$ cat src/rtl/if_fetch_unit_pkg.sv
// Shared definitions for the instruction fetch stage: bubble encoding,
// default reset vector, FSM state encoding and address alignment helper.
package if_fetch_unit_pkg;

  localparam logic [31:0] NOP_INSTR        = 32'h0000_0013;  // addi x0,x0,0
  localparam logic [31:0] RESET_PC_DEFAULT = 32'h0000_0000;

  typedef enum logic [1:0] {
    FETCH = 2'd0,  // request outstanding at pc, results go to the pipeline
    HOLD  = 2'd1,  // word captured during a stall, memory idle
    DROP  = 2'd2   // redirect pending, outstanding request is discarded
  } fetch_state_t;

  // Instruction addresses are word aligned; low two bits are forced to zero.
  function automatic logic [31:0] align_word(input logic [31:0] addr);
    return {addr[31:2], 2'b00};
  endfunction

endpackage

$ cat src/rtl/if_fetch_unit_if.sv
// Handshake bundle between the fetch stage, instruction memory, the hazard
// unit, the EX-stage redirect and the IF/ID register.
interface if_fetch_unit_if;
  import if_fetch_unit_pkg::*;

  logic        STALL;
  logic        BRANCH_TAKEN;
  logic [31:0] BRANCH_TARGET;
  logic [31:0] IMEM_ADDR;
  logic        IMEM_READ;
  logic [31:0] IMEM_READDATA;
  logic        IMEM_BUSYWAIT;
  logic [31:0] INSTRUCTION;
  logic [31:0] PC;
  logic [31:0] PC_PLUS_4;
  logic        VALID;
  logic        FETCH_BUSY;

  // Fetch unit side.
  modport master (
    input  STALL, BRANCH_TAKEN, BRANCH_TARGET, IMEM_READDATA, IMEM_BUSYWAIT,
    output IMEM_ADDR, IMEM_READ, INSTRUCTION, PC, PC_PLUS_4, VALID, FETCH_BUSY
  );

  // Surrounding pipeline and memory side.
  modport slave (
    output STALL, BRANCH_TAKEN, BRANCH_TARGET, IMEM_READDATA, IMEM_BUSYWAIT,
    input  IMEM_ADDR, IMEM_READ, INSTRUCTION, PC, PC_PLUS_4, VALID, FETCH_BUSY
  );

endinterface

$ cat src/rtl/if_fetch_unit.sv
// Instruction fetch stage: owns the PC, runs the BUSYWAIT read handshake and
// produces registered INSTRUCTION/PC/PC_PLUS_4 with NOP bubbles on waits,
// stalls and redirects.
module if_fetch_unit
  import if_fetch_unit_pkg::*;
#(
  parameter logic [31:0] RESET_PC = RESET_PC_DEFAULT
) (
  input  logic          CLK,
  input  logic          RESET,
  if_fetch_unit_if.master bus
);

  fetch_state_t state_q, state_d;
  logic [31:0]  pc_q, pc_d;
  logic [31:0]  hold_instr_q, hold_instr_d;
  logic [31:0]  hold_pc_q, hold_pc_d;
  logic [31:0]  pend_target_q, pend_target_d;
  logic [31:0]  instr_q, instr_d;
  logic [31:0]  out_pc_q, out_pc_d;
  logic [31:0]  out_pc4_q, out_pc4_d;
  logic         valid_q, valid_d;

  logic         imem_read;
  logic         complete;
  logic [31:0]  target;
  logic [31:0]  pc_plus4;

  // Memory is idle only while a captured word waits out a stall; reset kills
  // any request in flight.
  assign imem_read = !RESET && (state_q != HOLD);
  assign complete  = imem_read && !bus.IMEM_BUSYWAIT;
  assign target    = align_word(bus.BRANCH_TARGET);
  assign pc_plus4  = pc_q + 32'd4;

  assign bus.IMEM_ADDR   = pc_q;
  assign bus.IMEM_READ   = imem_read;
  assign bus.FETCH_BUSY  = imem_read && bus.IMEM_BUSYWAIT;
  assign bus.INSTRUCTION = instr_q;
  assign bus.PC          = out_pc_q;
  assign bus.PC_PLUS_4   = out_pc4_q;
  assign bus.VALID       = valid_q;

  // State register.
  always_ff @(posedge CLK) begin
    if (RESET) state_q <= FETCH;
    else       state_q <= state_d;
  end

  // Next-state logic; redirects take priority over stalls.
  always_comb begin
    state_d = state_q;
    case (state_q)
      FETCH: begin
        if (bus.BRANCH_TAKEN)         state_d = complete ? FETCH : DROP;
        else if (complete && bus.STALL) state_d = HOLD;
      end
      HOLD:    if (bus.BRANCH_TAKEN || !bus.STALL) state_d = FETCH;
      DROP:    if (complete) state_d = FETCH;
      default: state_d = FETCH;
    endcase
  end

  // Datapath next values: PC, hold buffer, pending target and stage outputs.
  // A bubble drives NOP with VALID low but keeps the PC pair unchanged.
  always_comb begin
    pc_d          = pc_q;
    hold_instr_d  = hold_instr_q;
    hold_pc_d     = hold_pc_q;
    pend_target_d = pend_target_q;
    instr_d       = instr_q;
    out_pc_d      = out_pc_q;
    out_pc4_d     = out_pc4_q;
    valid_d       = valid_q;
    case (state_q)
      FETCH: begin
        if (bus.BRANCH_TAKEN) begin
          instr_d = NOP_INSTR;
          valid_d = 1'b0;
          if (complete) pc_d = target;
          else          pend_target_d = target;
        end else if (complete) begin
          pc_d = pc_plus4;
          if (bus.STALL) begin
            hold_instr_d = bus.IMEM_READDATA;
            hold_pc_d    = pc_q;
          end else begin
            instr_d   = bus.IMEM_READDATA;
            out_pc_d  = pc_q;
            out_pc4_d = pc_plus4;
            valid_d   = 1'b1;
          end
        end else if (!bus.STALL) begin
          instr_d = NOP_INSTR;
          valid_d = 1'b0;
        end
      end
      HOLD: begin
        if (bus.BRANCH_TAKEN) begin
          pc_d    = target;
          instr_d = NOP_INSTR;
          valid_d = 1'b0;
        end else if (!bus.STALL) begin
          instr_d   = hold_instr_q;
          out_pc_d  = hold_pc_q;
          out_pc4_d = hold_pc_q + 32'd4;
          valid_d   = 1'b1;
        end
      end
      DROP: begin
        // The newest redirect wins, even in the cycle the old request retires.
        if (bus.BRANCH_TAKEN) pend_target_d = target;
        if (complete)         pc_d = bus.BRANCH_TAKEN ? target : pend_target_q;
        if (bus.BRANCH_TAKEN || !bus.STALL) begin
          instr_d = NOP_INSTR;
          valid_d = 1'b0;
        end
      end
      default: ;
    endcase
  end

  // Datapath registers.
  always_ff @(posedge CLK) begin
    if (RESET) begin
      pc_q          <= RESET_PC;
      hold_instr_q  <= NOP_INSTR;
      hold_pc_q     <= 32'd0;
      pend_target_q <= 32'd0;
      instr_q       <= NOP_INSTR;
      out_pc_q      <= 32'd0;
      out_pc4_q     <= 32'd0;
      valid_q       <= 1'b0;
    end else begin
      pc_q          <= pc_d;
      hold_instr_q  <= hold_instr_d;
      hold_pc_q     <= hold_pc_d;
      pend_target_q <= pend_target_d;
      instr_q       <= instr_d;
      out_pc_q      <= out_pc_d;
      out_pc4_q     <= out_pc4_d;
      valid_q       <= valid_d;
    end
  end

endmodule

$ cat src/flat_wrapper.sv
// flat-port wrapper written by rule: the top's interface ports become plain ports
module if_fetch_unit_flat import if_fetch_unit_pkg::*;
#(
  parameter logic [31:0] RESET_PC = RESET_PC_DEFAULT
)
  (CLK, RESET, bus_STALL, bus_BRANCH_TAKEN, bus_BRANCH_TARGET, bus_IMEM_READDATA, bus_IMEM_BUSYWAIT, bus_IMEM_ADDR, bus_IMEM_READ, bus_INSTRUCTION, bus_PC, bus_PC_PLUS_4, bus_VALID, bus_FETCH_BUSY);
  if_fetch_unit_if bus_i ();
  input  logic CLK;
  input  logic RESET;
  input wire logic [$bits(bus_i.STALL)-1:0] bus_STALL;
  input wire logic [$bits(bus_i.BRANCH_TAKEN)-1:0] bus_BRANCH_TAKEN;
  input wire logic [$bits(bus_i.BRANCH_TARGET)-1:0] bus_BRANCH_TARGET;
  input wire logic [$bits(bus_i.IMEM_READDATA)-1:0] bus_IMEM_READDATA;
  input wire logic [$bits(bus_i.IMEM_BUSYWAIT)-1:0] bus_IMEM_BUSYWAIT;
  output wire logic [$bits(bus_i.IMEM_ADDR)-1:0] bus_IMEM_ADDR;
  output wire logic [$bits(bus_i.IMEM_READ)-1:0] bus_IMEM_READ;
  output wire logic [$bits(bus_i.INSTRUCTION)-1:0] bus_INSTRUCTION;
  output wire logic [$bits(bus_i.PC)-1:0] bus_PC;
  output wire logic [$bits(bus_i.PC_PLUS_4)-1:0] bus_PC_PLUS_4;
  output wire logic [$bits(bus_i.VALID)-1:0] bus_VALID;
  output wire logic [$bits(bus_i.FETCH_BUSY)-1:0] bus_FETCH_BUSY;
  assign bus_i.STALL = bus_STALL;
  assign bus_i.BRANCH_TAKEN = bus_BRANCH_TAKEN;
  assign bus_i.BRANCH_TARGET = bus_BRANCH_TARGET;
  assign bus_i.IMEM_READDATA = bus_IMEM_READDATA;
  assign bus_i.IMEM_BUSYWAIT = bus_IMEM_BUSYWAIT;
  assign bus_IMEM_ADDR = bus_i.IMEM_ADDR;
  assign bus_IMEM_READ = bus_i.IMEM_READ;
  assign bus_INSTRUCTION = bus_i.INSTRUCTION;
  assign bus_PC = bus_i.PC;
  assign bus_PC_PLUS_4 = bus_i.PC_PLUS_4;
  assign bus_VALID = bus_i.VALID;
  assign bus_FETCH_BUSY = bus_i.FETCH_BUSY;
  if_fetch_unit #(.RESET_PC(RESET_PC)) u_core (.CLK(CLK), .RESET(RESET), .bus(bus_i));
endmodule
$ cat config.mk
export PLATFORM = sky130hd
export DESIGN_NAME = if_fetch_unit_flat
export DESIGN_NICKNAME = d
export VERILOG_FILES = /design/src/rtl/if_fetch_unit_pkg.sv /design/src/rtl/if_fetch_unit_if.sv /design/src/rtl/if_fetch_unit.sv /design/src/flat_wrapper.sv
export SDC_FILE = /design/constraint.sdc
export NUM_CORES = 1
export LEC_CHECK = 0
export ABC_CLOCK_PERIOD_IN_PS = 2100
export CAP_MARGIN = 10
export CORE_AREA = 10 10 156 173
export DETAILED_ROUTE_END_ITERATION = 10
export DIE_AREA = 0 0 166 183
export GPL_TIMING_DRIVEN = 0
export PLACE_DENSITY = 0.76
export SLEW_MARGIN = 20
export SYNTH_ARGS = -nofsm -noshare
export SYNTH_HDL_FRONTEND = slang
export SYNTH_SLANG_ARGS = --single-unit
$ cat constraint.sdc
create_clock -name CLK -period 2.1 [get_ports CLK]
set_input_delay 0.21 -clock CLK [delete_from_list [all_inputs] [get_ports CLK]]
set_output_delay 0.21 -clock CLK [all_outputs]
set_load 0.1 [all_outputs]
==> impl_metrics.json <==
{
  "status": "finished with violations",
  "violations": "setup timing",
  "synth.avg_cell_area_um2": 7.95,
  "first_pass_iters": 7,
  "synth-edff-count": 0,
  "synth_area_um2": 11100,
  "r2r_cells": 8,
  "fmax_mhz": 440,
  "dp_hpwl_mm": 32.7,
  "cts_max_path_buffers": 3,
  "timing.hold.ws_ns": 0.253,
  "p_leak_nw": 6.37,
  "synth-seq-cells": 225,
  "finClkSkew_ns": 0.0186,
  "num_rows": 59,
  "cts-root-buf": "clkbuf_16",
  "chipHeight_um": 183,
  "synthTopCellsByArea": "dfxtp_1 (41%), nand2_1 (8.4%), a21oi_1 (6.6%), a211oi_1 (4.9%), mux2i_1 (3.6%)",
  "rsz0062_at_grt": "yes",
  "whs_endpoint": "u_core.hold_instr_q[30]$_SDFFE_PP0P_",
  "reg2reg_slack_ns": -0.17,
  "syn-num-nets": 1468,
  "synthTopCellsByCount": "nand2_1 (248), dfxtp_1 (225), a21oi_1 (146)",
  "whs_path_depth": 3,
  "dieArea_um2": 30400,
  "synthFlopType": "dfxtp_1",
  "ys_types": 59,
  "ys_warn_count": 0,
  "grt_pass1_vias": 12300,
  "drc": 0,
  "via_count": 12700,
  "yosysMostFrequentCell": "nand2_1",
  "tritoncts": "built",
  "diodes": 0,
  "antenna_found_initial": 1,
  "cts_buffers": 25,
  "drive_gt1_share_pct": 27.7,
  "numPortBuffers": 195,
  "finalCritPeriodShare_pct": 108,
  "gp_congestion": 0.982,
  "ant_nets": 0,
  "finalHoldViolations": 0,
  "period_needed_ns": 2.27,
  "hold_buffers": 0,
  "slew-limit-headroom_pct": 27.4,
  "place_area_um2": 13600,
  "area_growth_pct": 51.7,
  "die_x_um": 166,
  "r2r-start": "u_core.state_q[1]$_SDFFE_PP0P_",
  "core_area_um2": 23400,
  "grt_pass1_wl_mm": 73.6,
  "worstSkewPairLatency_ns": 0.54,
  "drt_iter0_markers": 1614,
  "synth-seq-area-share_pct": 40.7,
  "hold_class": "in -> reg",
  "gr-total-overflow": 0,
  "start_util_pct": 47.3,
  "clk_pin_slew_ns": 0.06,
  "path_max_fanout": 7,
  "track_usage_pct": 30.1,
  "syn_inst": 1393,
  "worstReg2RegEnd": "u_core.bus.IMEM_ADDR[20]$_SDFFE_PP0P_",
  "cp-start-kind": "flip-flop",
  "nFillCells": 1713,
  "nets": 1760,
  "postLayoutCellArea_um2": 16800,
  "routed_wl_mm": 50.4,
  "synth.largest_area_cell": "dfxtp_1",
  "cp_data_required_time_ns": 2.52,
  "wl_per_cell_um": 25.1,
  "synth_top_area_share_pct": 40.7,
  "worst_slew_pin_slew_ns": 1.09,
  "arrival_ns": 2.69,
  "setup_viol": 95,
  "ys_async_sr_fraction_pct": 0,
  "via_per_inst": 6.36,
  "finalWorstSetupSlack_ns": -0.172,
  "grt_start_max_net_pins": 20,
  "crit_type": "reg -> reg",
  "drv_slew": 0,
  "maxCapViolCount": 0,
  "peakVddDrop_v": 0.000652,
  "min_from": "bus_IMEM_READDATA[30]",
  "p_per_area_nw_per_um2": 759,
  "cts_sinks": 225,
  "io_pins": 200,
  "endpoint_kind": "flip-flop",
  "htree_levels": 1
}
metal layers:
layer / vias to the layer above / routed length, um / track usage [%]
li1: 5640 / - / -
met1: 6030 / 18600 / 35.0
met2: 844 / 23300 / 50.0
met3: 233 / 5400 / 7.78
met4: 2 / 3100 / 16.0
met5: - / 7 / 0
power breakdown:
part	switching (W)	internal (W)	total (W)	leakage (nW)
clock network	0.00185	0.00280	0.00464	0.421
logic	0.00236	0.00105	0.00340	4.10
registers	0.000219	0.00448	0.00470	1.85
critical path, stage by stage, from the launching register on:
cell     delay (ns)
dfxtp_2        0.35
inv_4          0.05
ha_4           0.18
or3_4          0.37
a221o_1        0.42
buf_6          0.19
a221o_1        0.33
o21ai_1        0.17
a21oi_1        0.10
logic make-up (layout without fill, tap and decap cells):
| family | Yosys count | after routing | synth area share (%) |
|---|---|---|---|
| AND/OR/NAND/NOR | 509 | 512 | 21.0 |
| AO/OA/AOI/OAI | 426 | 426 | 25.3 |
| flip-flops | 225 | 225 | 40.7 |
| buffers and inverters | 150 | 455 | 5.71 |
| multiplexers | 43 | 43 | 3.92 |
| XOR/XNOR | 34 | 34 | 2.69 |
| adder cells (fa/ha/maj) | 6 | 6 | 0.678 |
cells in the final DEF (no fill, tap or decap), types with 20 or more instances in the layout:
| cell type | count |
|---|---|
| dfxtp_1 | 192 |
| clkbuf_16 | 34 |
| a211oi_2 | 37 |
| clkdlybuf4s50_1 | 64 |
| a21oi_1 | 112 |
| buf_8 | 23 |
| nand3_1 | 29 |
| o21ai_2 | 20 |
| and3_1 | 21 |
| buf_4 | 47 |
| nand4_1 | 24 |
| buf_6 | 32 |
| mux2i_1 | 39 |
| a21oi_2 | 30 |
| nand2_1 | 235 |
| a22oi_1 | 39 |
| clkbuf_2 | 22 |
| a211oi_1 | 35 |
| nor2_1 | 65 |
| clkbuf_1 | 34 |
| dlygate4sd2_1 | 124 |
worst max path at each step:
stage / from / end / slack (ns)
floorplan: u_core.bus.IMEM_ADDR[4]$_SDFFE_PP0P_ / u_core.bus.IMEM_ADDR[27]$_SDFFE_PP0P_ / -0.14
global placement: bus_STALL / u_core.bus.PC_PLUS_4[27]$_SDFFE_PP0P_ / -1.03
detailed placement: u_core.state_q[0]$_SDFFE_PP0P_ / u_core.bus.INSTRUCTION[1]$_SDFFE_PP1P_ / -0.80
CTS: u_core.state_q[1]$_SDFFE_PP0P_ / u_core.bus.IMEM_ADDR[20]$_SDFFE_PP0P_ / -0.14
global route: u_core.state_q[1]$_SDFFE_PP0P_ / u_core.bus.IMEM_ADDR[20]$_SDFFE_PP0P_ / -0.16
finish: u_core.state_q[1]$_SDFFE_PP0P_ / u_core.bus.IMEM_ADDR[20]$_SDFFE_PP0P_ / -0.17
registers in the layout, summed over array words and instances, names as in the netlist:
signal and count:
u_core.bus.VALID 1, u_core.bus.PC 30, u_core.hold_instr_q 32, u_core.bus.IMEM_ADDR 32, u_core.bus.INSTRUCTION 32, u_core.pend_target_q 32, u_core.hold_pc_q 32, u_core.bus.PC_PLUS_4 32
u_core.state_q 2
stage by stage:
stage / power, W / utilization [%] / setup TNS [ns] / setup slack (ns) / cells
2_1_floorplan: 0.00667 / - / -1.05 / -0.142 / 1393
3_3_place_gp: 0.00753 / 58.1 / -96.09 / -1.03 / 1893
3_5_place_dp: 0.00756 / 58.2 / -100.24 / -0.799 / 1894
4_1_cts: 0.0125 / 68.6 / -4.40 / -0.141 / 1995
5_1_grt: 0.0130 / 71.7 / -8.01 / -0.163 / 2006
6_report: 0.0127 / 71.7 / -4.50 / -0.172 / 2006
final cells by class:
type | count | area (um^2) | share of cell area [%]
Clock inverter | 7 | 114 | 0.678
Clock buffer | 36 | 738 | 4.40
Timing Repair Buffer | 278 | 2820 | 16.8
Inverter | 14 | 57.6 | 0.343
Tap cell | 305 | 382 | 2.27
Buffer | 120 | 1010 | 6.03
Multi-Input combinational cell | 1021 | 7080 | 42.2
Sequential cell | 225 | 4590 | 27.3
what timing repair did:
item                                    in CTS  in global routing
gates resized for setup                    461                224
endpoints found under the hold margin        0                  0
buffers inserted                            51                 19
cloned                                      14                  8
endpoints found under the setup margin     354                224
pin swaps                                   87                 57
Note: power is estimated with default switching activity, not from simulation.
